==> config.mk <==
export PLATFORM = sky130hd
export DESIGN_NAME = div_seq
export DESIGN_NICKNAME = d
export VERILOG_FILES = /design/src/rtl/div_seq.sv
export SDC_FILE = /design/constraint.sdc
export NUM_CORES = 1
export LEC_CHECK = 0
export BUFFER_PORTS_ARGS = -buffer_cell sky130_fd_sc_hd__buf_2
export CAP_MARGIN = 25
export CORE_MARGIN = 1.5
export CORE_UTILIZATION = 51
export CTS_CLUSTER_DIAMETER = 40
export DETAILED_ROUTE_END_ITERATION = 6
export PLACE_DENSITY = 0.95
export SLEW_MARGIN = 20
export SYNTH_ARGS = -nofsm -noshare
export SYNTH_HDL_FRONTEND = slang
export SYNTH_SLANG_ARGS = --single-unit
==> constraint.sdc <==
create_clock -name clk -period 4.3 [get_ports clk]
set_clock_uncertainty 0.15 [all_clocks]
set_input_delay 0 -clock clk [delete_from_list [all_inputs] [get_ports clk]]
set_output_delay 0 -clock clk [all_outputs]
set_load 0.03 [all_outputs]
==> src/rtl/div_seq.sv <==
// Sequencer between the pipeline and an iterative divider: latches operands,
// starts the divider, handles divide-by-zero, flush, watchdog and the HI/LO write.
module div_seq (
    input  logic        clk,
    input  logic        resetn,
    input  logic        div_req,
    input  logic        div_sign,
    input  logic [31:0] opa,
    input  logic [31:0] opb,
    input  logic        flushM,
    input  logic        div_ready,
    input  logic [63:0] div_result,
    output logic        div_start,
    output logic        div_signed,
    output logic        div_annul,
    output logic [31:0] div_opa,
    output logic [31:0] div_opb,
    output logic        stall_div,
    output logic        hilo_we,
    output logic [63:0] hilo_wdata,
    output logic        div_timeout
);
    localparam logic [5:0] TMO_LIMIT = 6'd40;

    typedef enum logic [1:0] {IDLE, BUSY, DONE, ZERO} state_e;

    state_e      state_q, state_d;
    logic [31:0] opa_q, opa_d;
    logic [31:0] opb_q, opb_d;
    logic        sign_q, sign_d;
    logic [63:0] hilo_q, hilo_d;
    logic [5:0]  cnt_q, cnt_d;
    logic        tmo_q, tmo_d;
    logic [5:0]  cnt_inc;
    logic        start_c, annul_c, we_c, stall_c, tmo_now;

    assign cnt_inc = (cnt_q == 6'd63) ? cnt_q : cnt_q + 6'd1;

    always_comb begin
        state_d = state_q;
        opa_d   = opa_q;
        opb_d   = opb_q;
        sign_d  = sign_q;
        hilo_d  = hilo_q;
        cnt_d   = cnt_q;
        tmo_d   = tmo_q;
        start_c = 1'b0;
        annul_c = 1'b0;
        we_c    = 1'b0;
        stall_c = 1'b0;
        tmo_now = 1'b0;
        case (state_q)
            IDLE: begin
                if (div_req && !flushM) begin
                    stall_c = 1'b1;
                    opa_d   = opa;
                    opb_d   = opb;
                    sign_d  = div_sign;
                    cnt_d   = 6'd0;
                    state_d = (opb == 32'd0) ? ZERO : BUSY;
                end
            end
            BUSY: begin
                start_c = 1'b1;
                stall_c = 1'b1;
                cnt_d   = cnt_inc;
                // Flush beats a same-cycle ready: the instruction is being killed.
                if (flushM) begin
                    annul_c = 1'b1;
                    state_d = IDLE;
                end else if (div_ready) begin
                    hilo_d  = div_result;
                    state_d = DONE;
                end else if (cnt_inc == TMO_LIMIT) begin
                    annul_c = 1'b1;
                    tmo_now = 1'b1;
                    tmo_d   = 1'b1;
                    state_d = IDLE;
                end
            end
            ZERO: begin
                stall_c = 1'b1;
                if (flushM) begin
                    annul_c = 1'b1;
                    state_d = IDLE;
                end else begin
                    hilo_d  = {opa_q, 32'hFFFF_FFFF};
                    state_d = DONE;
                end
            end
            DONE: begin
                // Same instruction retiring; a held div_req here is not a new request.
                we_c    = 1'b1;
                state_d = IDLE;
            end
        endcase
    end

    always_ff @(posedge clk) begin
        if (!resetn) begin
            state_q <= IDLE;
            opa_q   <= '0;
            opb_q   <= '0;
            sign_q  <= 1'b0;
            hilo_q  <= '0;
            cnt_q   <= '0;
            tmo_q   <= 1'b0;
        end else begin
            state_q <= state_d;
            opa_q   <= opa_d;
            opb_q   <= opb_d;
            sign_q  <= sign_d;
            hilo_q  <= hilo_d;
            cnt_q   <= cnt_d;
            tmo_q   <= tmo_d;
        end
    end

    // Combinational controls are forced low while reset is held.
    assign div_start   = resetn & start_c;
    assign div_annul   = resetn & annul_c;
    assign hilo_we     = resetn & we_c;
    assign stall_div   = resetn & stall_c;
    assign div_timeout = tmo_q | (resetn & tmo_now);
    assign div_opa     = opa_q;
    assign div_opb     = opb_q;
    assign div_signed  = sign_q;
    assign hilo_wdata  = hilo_q;

endmodule

==> results.toml <==
[pwr]
intPower_mw = 2.405
power-per-cell-area_nw_per_um2 = 349.6
power.leakage_nw = 4.588
ir_drop_v = 0.0003949
switching_share = 0.2660
power.total_mw = 3.277
seq_power_share = 0.416
clockPowerShare = 0.437
switchingPower_mw = 0.8716
p_comb_frac = 0.148

[place]
place_hpwl_um = 11680
io_buffers = 267
gp_congestion = 0.8264
place_area_um2 = 7137
place_inst = 1053
post-place-ws_ps = 2049

[finish]
drive_gt1_frac = 0.2861
final-seq-area_um2 = 2763
mostFrequentLayoutCells = "buf_2, nand2_1, dlygate4sd3_1"
fillCellCount = 514
multi_input_area_um2 = 2795
final_common_cell = "buf_2"
finalNonFillerCells = 1249
final_nets = 1231
syn_to_final_growth_pct = 60.98
postLayoutCoreUtil = 0.8535
finalInstanceArea_um2 = 9374

[critical_path]
crit_type = "reg -> reg"
endpoint_kind = "register"
setup.worst_path.start_class = "register"
cp_data_arrival_time_ps = 3170
cp_max_fo = 36
crit_required_ps = 4500

[detailed_routing]
drtIter0Drc = 919
antenna_left = 0
firstDrtPassIters = 5
viasPerCell = 5.914
wire_per_inst_um = 20.62
drc = 0
totalWireLength_um = 25750
num_vias = 7386

[min_path]
min_path_type = "in -> reg"

[clock_tree]
cts_buffers = 17
cts_buffer_depth = 2
h-tree-depth = 4
clkTransAtPathRegs_ps = 60
cts_tree = "yes"
cts.repair.resized = 0
cts.sinks = 138
clk_latency_ps = 410
cts_setup_buffers = 0
root_buffer = "clkbuf_16"

[logic_synthesis]
synthesis.nets = 832
synth-edff-count = 0
synth_cells = 697
ys_ff_latch = 138
synthesis.area_um2 = 5823
yosysWarnings = 0
syn_avg_cell_area_um2 = 8.354
synth_flop_cell = "dfxtp_1"
yosysTopAreaCellShare = 0.4744
yosys.area.top_type = "dfxtp_1"
ys_seq_area_frac = 0.4744
async_reset_ff_frac = 0
synthTopCellsByArea = "dfxtp_1, nand2_1, a21boi_0"
synth_cell_types = 49

[sta]
slew_headroom = 0.5315
fmaxAchievable_ghz = 0.3363
finalHoldViolCount = 0
worst_pin_slew_ps = 696.3
setup_tns_ps = 0
min_period_over_period = 0.6916
setup_ws_ps = 1326
finalCriticalPeriod_ps = 2974
rsz0062_at_grt = "no"
setup_viol = 0
whs_ps = 8.792
drv_slew = 0

[grt]
grt_max_degree = 97
grt_pass1_vias = 7341
grt_first_pass_wirelength_um = 38500
grt_overflow = 0
grt.total_usage = 0.4284
grt_antenna_before_repair = 3

[status]
status = "finished, final reports clean"

[floorplan]
core-area_um2 = 10980
ios = 268
core.rowCount = 38
die_w_um = 109.9
die-area_um2 = 12070
initial_utilization = 0.5302
die_h_um = 109.9

[run]
maxCapViolations = 0
## power by group through the flow
stage / clock [mW] / combinational, mW / sequential, mW
2_1_floorplan: 0 / 0.118 / 1.46
3_3_place_gp: 0 / 0.334 / 1.38
3_5_place_dp: 0 / 0.337 / 1.38
4_1_cts: 1.43 / 0.444 / 1.35
5_1_grt: 1.50 / 0.508 / 1.37
6_report: 1.43 / 0.484 / 1.36
## cell usage after synthesis, types with 8 or more instances
master    instances
nand2_1         202
dfxtp_1         138
a21boi_0         58
nor2_1           39
nand3_1          36
nor3_1           35
nor3b_1          34
o211a_1          33
buf_2            27
clkbuf_1         23
a21boi_1         11
nor4_1            8
## cells by family (layout without fill, tap and decap cells)
family,Yosys count,in the layout,share of synthesized area
flip-flops,138,138,0.4744
other,0,1,0
AND/OR/NAND/NOR,374,374,0.2963
adder cells (fa/ha/maj),1,1,0.002148
AO/OA/AOI/OAI,125,125,0.1796
buffers and inverters,59,470,0.04749
## final timing paths
path | cells after the start | slack [ps] | endpoint | startpoint
setup reg to reg | 6 | 1330 | hilo_wdata[50]$_SDFFE_PN0P_ | state_q[0]$_SDFFE_PN0P_
hold reg to reg | 2 | 310 | div_opb[5]$_SDFFE_PN0P_ | div_opb[5]$_SDFFE_PN0P_
hold / removal | 2 | 9 | div_opb[19]$_SDFFE_PN0P_ | resetn
setup / recovery | 6 | 1330 | hilo_wdata[50]$_SDFFE_PN0P_ | state_q[0]$_SDFFE_PN0P_
## worst max-delay path, cell delays in order, from the launching register on
cell and delay (ps):
dfxtp_1 590, and2_2 610, buf_4 480, nand2_1 180, nand3_1 160, o211a_1 170, dlygate4sd3_1 560
## flip-flops by register name, indices dropped and copies added (netlist names)
signal      count
tmo_q           1
cnt_q           6
div_opb        32
hilo_wdata     64
state_q         2
div_opa        32
div_signed      1
## layer usage
metal  share of wire  global-route usage  vias to the layer above
met5          0.0010                   0                        -
met4           0.085              0.3627                        4
met3            0.11              0.1672                      211
met2            0.47              0.6854                      612
met1            0.34              0.4389                     3389
li1                -                   -                     3170
## timing repair
action                                  in CTS  in global routing
endpoints found under the setup margin       0                  0
hold buffers                               162                  0
hold endpoints to repair                   132                  0
## cell type report
| cell class | count | area share |
|---|---|---|
| well taps | 140 | 0.01869 |
| diodes | 1 | 0.0002670 |
| flip-flops and latches | 138 | 0.2947 |
| inverters | 2 | 0.0008009 |
| repair buffers | 437 | 0.3265 |
| clock buffers | 20 | 0.04765 |
| clock inverters | 11 | 0.01321 |
| multi-input cells | 500 | 0.2982 |
(Power assumes the default switching activity.)
